==> config.mk <==
export PLATFORM = sky130hd
export DESIGN_NAME = apb2ahb_bridge
export DESIGN_NICKNAME = d
export VERILOG_FILES = /design/src/rtl/ahb_apb_pkg.sv /design/src/rtl/apb2ahb_strb_decode.sv /design/src/rtl/apb2ahb_bridge.sv
export SDC_FILE = /design/constraint.sdc
export NUM_CORES = 1
export LEC_CHECK = 0
export ABC_AREA = 1
export BUFFER_PORTS_ARGS = -buffer_cell sky130_fd_sc_hd__clkbuf_2
export CAP_MARGIN = 20
export CORE_UTILIZATION = 45
export DETAILED_ROUTE_END_ITERATION = 10
export GPL_ROUTABILITY_DRIVEN = 0
export PLACE_DENSITY = 0.9
export SLEW_MARGIN = 20
export SYNTH_ARGS = -nofsm -noshare
export SYNTH_HDL_FRONTEND = slang
export SYNTH_SLANG_ARGS = --single-unit
==> constraint.sdc <==
create_clock -name HCLK -period 2.1 [get_ports HCLK]
set_clock_uncertainty 0.05 [all_clocks]
set_input_delay 0.315 -clock HCLK [delete_from_list [all_inputs] [get_ports HCLK]]
set_output_delay 0.315 -clock HCLK [all_outputs]
set_load 0.05 [all_outputs]
==> src/rtl/ahb_apb_pkg.sv <==
// rtl/ahb_apb_pkg.sv - shared AHB/APB bridge encodings
// Purpose: HTRANS/HSIZE/HBURST codes, default HPROT, and the bridge FSM state type.
// Ports: none (package).
package ahb_apb_pkg;

  localparam logic [1:0] HTRANS_IDLE   = 2'b00;
  localparam logic [1:0] HTRANS_NONSEQ = 2'b10;

  localparam logic [2:0] HSIZE_BYTE = 3'b000;
  localparam logic [2:0] HSIZE_HALF = 3'b001;
  localparam logic [2:0] HSIZE_WORD = 3'b010;

  localparam logic [2:0] HBURST_SINGLE = 3'b000;

  // Data access, privileged, non-bufferable, non-cacheable.
  localparam logic [3:0] HPROT_DEFAULT = 4'b0011;

  typedef enum logic [1:0] {
    ST_IDLE = 2'b00,
    ST_ADDR = 2'b01,
    ST_DATA = 2'b10,
    ST_DONE = 2'b11
  } bridge_state_t;

endpackage

==> src/rtl/apb2ahb_strb_decode.sv <==
// rtl/apb2ahb_strb_decode.sv - APB4 byte-strobe to AHB size/offset decoder
// Purpose: maps a 4-bit PSTRB onto an AHB transfer size and byte-lane offset.
// Ports:
//   pstrb   in  4  APB write strobes
//   hsize   out 3  AHB transfer size
//   offset  out 2  low address bits for the transfer
//   illegal out 1  strobe pattern has no single-transfer AHB equivalent
module apb2ahb_strb_decode
  import ahb_apb_pkg::*;
(
  input  logic [3:0] pstrb,
  output logic [2:0] hsize,
  output logic [1:0] offset,
  output logic       illegal
);

  always_comb begin
    hsize   = HSIZE_WORD;
    offset  = 2'b00;
    illegal = 1'b0;
    case (pstrb)
      4'b1111: hsize = HSIZE_WORD;
      4'b0011: hsize = HSIZE_HALF;
      4'b1100: begin hsize = HSIZE_HALF; offset = 2'b10; end
      4'b0001: begin hsize = HSIZE_BYTE; offset = 2'b00; end
      4'b0010: begin hsize = HSIZE_BYTE; offset = 2'b01; end
      4'b0100: begin hsize = HSIZE_BYTE; offset = 2'b10; end
      4'b1000: begin hsize = HSIZE_BYTE; offset = 2'b11; end
      default: illegal = 1'b1;
    endcase
  end

endmodule

==> src/rtl/apb2ahb_bridge.sv <==
// rtl/apb2ahb_bridge.sv - APB3 completer to AHB-Lite manager bridge
// Purpose: turns each APB access into one SINGLE AHB transfer and returns
//   HRDATA/HRESP through PRDATA/PSLVERR, stretching the access with PREADY.
//   Optional macro APB4_EN adds PSTRB/PPROT (sized transfers, HPROT mapping).
// Ports:
//   HCLK, HRESETn                     clock, async active-low reset
//   PSEL, PENABLE, PADDR, PWRITE,     APB completer inputs
//   PWDATA, (PSTRB, PPROT)
//   PRDATA, PREADY, PSLVERR           APB completer outputs (registered)
//   HADDR, HTRANS, HWRITE, HSIZE,     AHB-Lite manager outputs (registered)
//   HBURST, HPROT, HWDATA
//   HRDATA, HREADY, HRESP             AHB-Lite manager inputs
module apb2ahb_bridge
  import ahb_apb_pkg::*;
#(
  parameter int                    ADDRWIDTH  = 16,
  parameter int                    DATAWIDTH  = 32,
  parameter int                    HADDRWIDTH = 32,
  parameter logic [HADDRWIDTH-1:0] AHB_BASE   = 32'h4000_0000
) (
  input  logic                  HCLK,
  input  logic                  HRESETn,
  input  logic                  PSEL,
  input  logic                  PENABLE,
  input  logic [ADDRWIDTH-1:0]  PADDR,
  input  logic                  PWRITE,
  input  logic [DATAWIDTH-1:0]  PWDATA,
  output logic [DATAWIDTH-1:0]  PRDATA,
  output logic                  PREADY,
  output logic                  PSLVERR,
  output logic [HADDRWIDTH-1:0] HADDR,
  output logic [1:0]            HTRANS,
  output logic                  HWRITE,
  output logic [2:0]            HSIZE,
  output logic [2:0]            HBURST,
  output logic [3:0]            HPROT,
  output logic [DATAWIDTH-1:0]  HWDATA,
  input  logic [DATAWIDTH-1:0]  HRDATA,
  input  logic                  HREADY,
  input  logic                  HRESP
`ifdef APB4_EN
  ,
  input  logic [3:0]            PSTRB,
  input  logic [2:0]            PPROT
`endif
);

  bridge_state_t state;
  logic          abort;    // PSEL dropped mid-transfer: finish AHB side, drop the result

  logic [2:0]            setup_size;
  logic [1:0]            setup_off;
  logic                  setup_bad;
  logic [3:0]            setup_prot;
  logic [HADDRWIDTH-1:0] setup_addr;

`ifdef APB4_EN
  logic [2:0] dec_size;
  logic [1:0] dec_off;
  logic       dec_illegal;

  apb2ahb_strb_decode u_strb_decode (
    .pstrb   (PSTRB),
    .hsize   (dec_size),
    .offset  (dec_off),
    .illegal (dec_illegal)
  );

  // Reads ignore the strobes and always fetch an aligned word.
  assign setup_size = PWRITE ? dec_size : HSIZE_WORD;
  assign setup_off  = PWRITE ? dec_off  : 2'b00;
  assign setup_bad  = PWRITE & dec_illegal;
  assign setup_prot = {2'b00, PPROT[0], ~PPROT[2]};
`else
  assign setup_size = HSIZE_WORD;
  assign setup_off  = PADDR[1:0];
  assign setup_bad  = 1'b0;
  assign setup_prot = HPROT_DEFAULT;
`endif

  assign setup_addr = ((AHB_BASE | HADDRWIDTH'(PADDR)) & ~HADDRWIDTH'(2'b11))
                    | HADDRWIDTH'(setup_off);

  assign HBURST = HBURST_SINGLE;

  always_ff @(posedge HCLK or negedge HRESETn) begin
    if (!HRESETn) begin
      state   <= ST_IDLE;
      abort   <= 1'b0;
      PRDATA  <= '0;
      PREADY  <= 1'b0;
      PSLVERR <= 1'b0;
      HTRANS  <= HTRANS_IDLE;
      HADDR   <= '0;
      HWRITE  <= 1'b0;
      HWDATA  <= '0;
      HSIZE   <= HSIZE_WORD;
      HPROT   <= HPROT_DEFAULT;
    end else begin
      case (state)
        ST_IDLE: begin
          // Only a genuine setup phase starts an access; PSEL&PENABLE here is ignored.
          if (PSEL && !PENABLE) begin
            HADDR  <= setup_addr;
            HWRITE <= PWRITE;
            HWDATA <= PWDATA;
            HSIZE  <= setup_size;
            HPROT  <= setup_prot;
            abort  <= 1'b0;
            if (setup_bad) begin
              // Unrepresentable strobe pattern: answer with an error, no AHB traffic.
              PREADY  <= 1'b1;
              PSLVERR <= 1'b1;
              state   <= ST_DONE;
            end else begin
              HTRANS <= HTRANS_NONSEQ;
              state  <= ST_ADDR;
            end
          end
        end
        ST_ADDR: begin
          abort <= abort | ~PSEL;
          if (HREADY) begin
            HTRANS <= HTRANS_IDLE;
            state  <= ST_DATA;
          end
        end
        ST_DATA: begin
          abort <= abort | ~PSEL;
          // HRESP is only meaningful with HREADY, so the first error cycle is waited out.
          if (HREADY) begin
            if (abort || !PSEL) begin
              state <= ST_IDLE;
            end else begin
              if (!HWRITE) PRDATA <= HRDATA;
              PSLVERR <= HRESP;
              PREADY  <= 1'b1;
              state   <= ST_DONE;
            end
          end
        end
        ST_DONE: begin
          PREADY  <= 1'b0;
          PSLVERR <= 1'b0;
          state   <= ST_IDLE;
        end
        default: state <= ST_IDLE;
      endcase
    end
  end

endmodule

# [After elaboration in Yosys (flattened, before gate mapping)]
# Index checks and enable logic that the tools add are counted.
[totals] regBits=104 in_bits=87 elab_cells=52
[op_classes] eq_ne=7 muxes=16 bitwise_logic=5 n_reduce_logical=15
[ops] cell="$or 31x2->31" n=1
[ops] cell="$mux 2" n=6
[ops] cell="$reduce_and 3->1" n=3
[ops] cell="$ne 2x2->1 const B" n=4
[ops] cell="$pmux 2 s4" n=1
[ops] cell="$pmux 1 s2" n=3
[ops] cell="$reduce_bool 2->1" n=3
[ops] cell="$mux 1" n=5
[ops] cell="$eq 2x2->1 const B" n=2
[ops] cell="$pmux 2 s2" n=1
[ops] cell="$reduce_and 2->1" n=2
[ops] cell="$reduce_and 4->1" n=1
[ops] cell="$not 1->1" n=3
[ops] cell="$eq 2x1->1 const B" n=1
[ops] cell="$logic_not 1->1" n=2
[ops] cell="$logic_not 2->1" n=1
[ops] cell="$reduce_or 2->1" n=1
[ops] cell="$logic_and 1x1->1" n=1
[ops] cell="$logic_or 1x1->1" n=1
[ops] cell="$or 1x1->1" n=1

# [Depth between registers and ports, before layout]
[logic_depth] depth_word=5 mapped_depth=8 mapped_depth_nobuf=8

# [Worst setup path before layout]
# No wires, ideal clock.
[synth_timing] kind="register -> register" from="reg state[0]" to="reg HWDATA[12]" arrival_ns=1.286 setup_slack_ns=0.631 stages_incl_launch_ff=7 synth_period_minus_slack_ns=1.469 path_cell_list="dfrtp_1 -> inv_1 -> ha_1 -> nand3_1 -> buf_2 -> clkbuf_1 -> o21ai_0"
[synth_via] elab_chain_cells=2
[synth_lines] item="start, declared" line_no="apb2ahb_bridge.sv:48" rtl="bridge_state_t state;"
[synth_lines] item="start signal, assigned" line_no="apb2ahb_bridge.sv:88" rtl="state <= ST_IDLE;"
[synth_lines] item="start signal, assigned" line_no="apb2ahb_bridge.sv:114" rtl="state <= ST_DONE;"
[synth_lines] item="start signal, assigned" line_no="apb2ahb_bridge.sv:117" rtl="state <= ST_ADDR;"
[synth_lines] item="$logic_not 2->1" line_no="apb2ahb_bridge.sv:100" rtl="case (state)"
[synth_lines] item="$reduce_and 2->1 (no source line)"
[synth_lines] item="end signal, assigned" line_no="apb2ahb_bridge.sv:96" rtl="HWDATA <= '0;"
[synth_lines] item="end signal, assigned" line_no="apb2ahb_bridge.sv:106" rtl="HWDATA <= PWDATA;"
[synth_lines] item="end, declared" line_no="apb2ahb_bridge.sv:37" rtl="output logic [DATAWIDTH-1:0] HWDATA,"
# No other way between the ends.
# A chain may end at the register's enable or synchronous reset.

# [Final worst setup path]
[layout_timing] from="reg state[0]" to="reg PRDATA[26]"
[layout_via] elab_chain_cells=2
[layout_lines] item="$eq 2x2->1" line_no="apb2ahb_bridge.sv:100"
[layout_lines] item="$reduce_and 4->1 (no source line)"
[layout_lines] item="end signal, assigned" line_no="apb2ahb_bridge.sv:90" rtl="PRDATA <= '0;"
[layout_lines] item="end signal, assigned" line_no="apb2ahb_bridge.sv:135" rtl="if (!HWRITE) PRDATA <= HRDATA;"
[layout_lines] item="end, declared" line_no="apb2ahb_bridge.sv:28" rtl="output logic [DATAWIDTH-1:0] PRDATA,"
# No other way between the ends.

==> impl_metrics.yaml <==
outcome:
  status: "finished clean"
yosys:
  yosys-top-cells-area: "dfrtp_1 58%, nand2_1 14%, inv_1 5.5%"
  ys_ff_latch: 88
  yosysWarningCount: 0
  yosysTopAreaCellShare_pct: 57.6
  yosys.area.top_type: "dfrtp_1"
  synthesis.area_um2: 3820
  avgSynthCellArea_um2: 8.79
  synthTopCellsByCount: "138 x nand2_1, 88 x dfrtp_1, 56 x inv_1"
  seq_area_frac_synth_pct: 57.6
  synth_most_common_cell: "nand2_1"
  synthFlopType: "dfrtp_1"
  synth_edf_count: 0
  async_flop_share_pct: 100
  syn_inst: 435
  synth_cell_types: 19
grt:
  grt_pass1_vias: 3156
  grt_remaining_overflow: 0
  grt_max_degree: 66
  grt.total_usage_pct: 20.6
  antenna_found_initial: 0
  grt_pass1_wl_um: 14200
sta:
  hold_viol: 0
  drv_slew: 0
  min_period_over_period_pct: 80.1
  maxSlewHeadroom_pct: 62.5
  setup_violations: 0
  finalCriticalPeriod_ps: 1680
  tightestPinTransition_ps: 560
  fin_setup_tns_ps: 0
  rsz0062_at_grt: "no"
  fmax_ghz: 0.594
finish:
  nets: 694
  syn2layout_area_growth_pct: 28.1
  final_cell_area_um2: 4900
  drive_above_1_share_pct: 32.8
  final_cells: 712
  diodes: 0
clock_network:
  clk_pin_slew_worst_paths_ps: 90
  clock_latency_ps: 320
  cts.sinks: 88
  post_cts_resized: 0
  cts_tree: "done"
  cts_max_path_buffers: 2
  root_buffer: "clkbuf_8"
  cts_buffers: 9
  h-tree-depth: 3
critical_path:
  critical_path_peak_fanout: 32
  worstPathRequired_ps: 2270
  r2r_start: "state[0]$_DFFE_PN0P_"
  r2r_end: "PRDATA[26]$_DFFE_PN0P_"
  worstSetupPathType: "reg -> reg"
  worstPathArrival_ps: 1850
  critPathLaunchType: "register"
  worst-r2r-cell-count: 7
  end_kind: "register"
  r2r_slack_ps: 420
power_and_ir_drop:
  p_leak_uw: 0.00298
  p_per_area_nw_per_um2: 1900
  peakVddDrop_v: 0.000970
floorplan:
  num_io_pins: 198
  rows: 33
  die_width_um: 94.2
  core_um2: 8220
  die_y_um: 94.2
  die-area_um2: 8870
  start_util_pct: 46.5
place:
  place_area_um2: 4680
  portBuffers: 171
  hpwlAfterDp_um: 6680
  dp_cells: 695
routing:
  final_antenna_net_count: 0
  drt_wl_total_um: 8790
  drt_pass1_iterations: 4
  vias_per_cell: 4.57
  first_iter_violations: 138
  wl_per_cell_um: 12.3
  drc: 0
  via_count: 3257
min_path:
  hp-class: "in -> reg"
  min_from: "HRESP"
  worstHoldPathCells: 3
  min_to: "PSLVERR$_DFFE_PN0P_"
job:
  drv_cap: 0
[state kept, by name (all words and copies together), names as in the netlist]
signal and count:
HADDR 17, PRDATA 32, PREADY 1, HTRANS 1
HWDATA 32, state 2, abort 1, PSLVERR 1
HWRITE 1
[report_power, final]
group          total (uW)  internal [uW]  switching [uW]  leakage [uW]
registers            3010           2500             509       0.00111
logic                5080           1040            4030       0.00177
clock network        1190            619             575      0.000103
total                9280           4160            5120       0.00298
[stage by stage]
stage	utilization [%]	hold slack, ps	setup slack, ps	power [uW]
final	59.6	130	418	9280
after global placement	57.0	249	517	7970
after detailed placement	57.0	264	418	8150
after CTS	59.6	106	405	9370
after global routing	59.6	115	198	9830
after floorplan	-	-30.6	631	6880
[cells in the final DEF, fill, tap and decap left out]
cell / count
nand3b_1: 1
bufinv_16: 1
clkbuf_1: 1
clkbuf_8: 11
nor2_1: 3
nand3_1: 38
o21ai_1: 21
dlygate4sd3_1: 1
dfrtp_1: 88
nor2_4: 1
inv_6: 1
nand2_1: 138
buf_4: 5
conb_1: 26
clkinv_2: 1
inv_2: 3
clkbuf_2: 170
nand2_2: 1
nor2_8: 1
clkinvlp_4: 1
ha_1: 5
o21ai_0: 30
inv_1: 56
buf_12: 2
nand3_4: 1
[worst max-delay path: stages (launching register included)]
cell	delay, ps
dfrtp_1	450
inv_1	120
ha_1	240
nand2_1	80
inv_2	70
nand2_2	330
nand2_1	170
nand2_1	60
[how the worst max path moves through the flow]
stage	startpoint	to	slack, ps	depth (start not counted)
after global placement	state[0]$_DFFE_PN0P_	PRDATA[28]$_DFFE_PN0P_	520	7
after global routing	state[0]$_DFFE_PN0P_	PRDATA[24]$_DFFE_PN0P_	200	7
after detailed placement	state[0]$_DFFE_PN0P_	PRDATA[2]$_DFFE_PN0P_	420	7
after floorplan	state[0]$_DFFE_PN0P_	HWDATA[12]$_DFFE_PN0P_	630	6
final	state[0]$_DFFE_PN0P_	PRDATA[26]$_DFFE_PN0P_	420	7
after CTS	state[0]$_DFFE_PN0P_	PRDATA[26]$_DFFE_PN0P_	410	7
[cell families (layout without fill, tap and decap cells)]
group,after synthesis,in the layout,synth area share (%)
simple gates,184,184,20.1
compound gates,51,51,6.68
buf+inv,105,253,13.8
other cells,2,26,0.196
fa+ha+maj,5,5,1.64
flops,88,88,57.6
[layout make-up]
type,instances,area [um2]
sequential,88,2200
timing repair buffer,178,938
inverter,59,221
multi-input combinational,266,1200
tap,105,131
fill,742,3320
clock buffer,12,155
clock inverter,4,51.3
[routing by layer]
metal | vias to the layer above | wire (um) | part of all wire (%) | track usage [%]
met3 | 6 | 599 | 6.8 | 4.94
met4 | 0 | 57 | 0.65 | 6.41
met5 | - | 0 | 0 | 0
met1 | 1505 | 3530 | 40 | 23.1
li1 | 1616 | - | - | -
met2 | 130 | 4610 | 52 | 37.9
[repair_timing]
item,in CTS,in global routing
hold buffers,1,0
setup buffers,0,0
endpoints found under the hold margin,36,0
(Power assumes the default switching activity.)
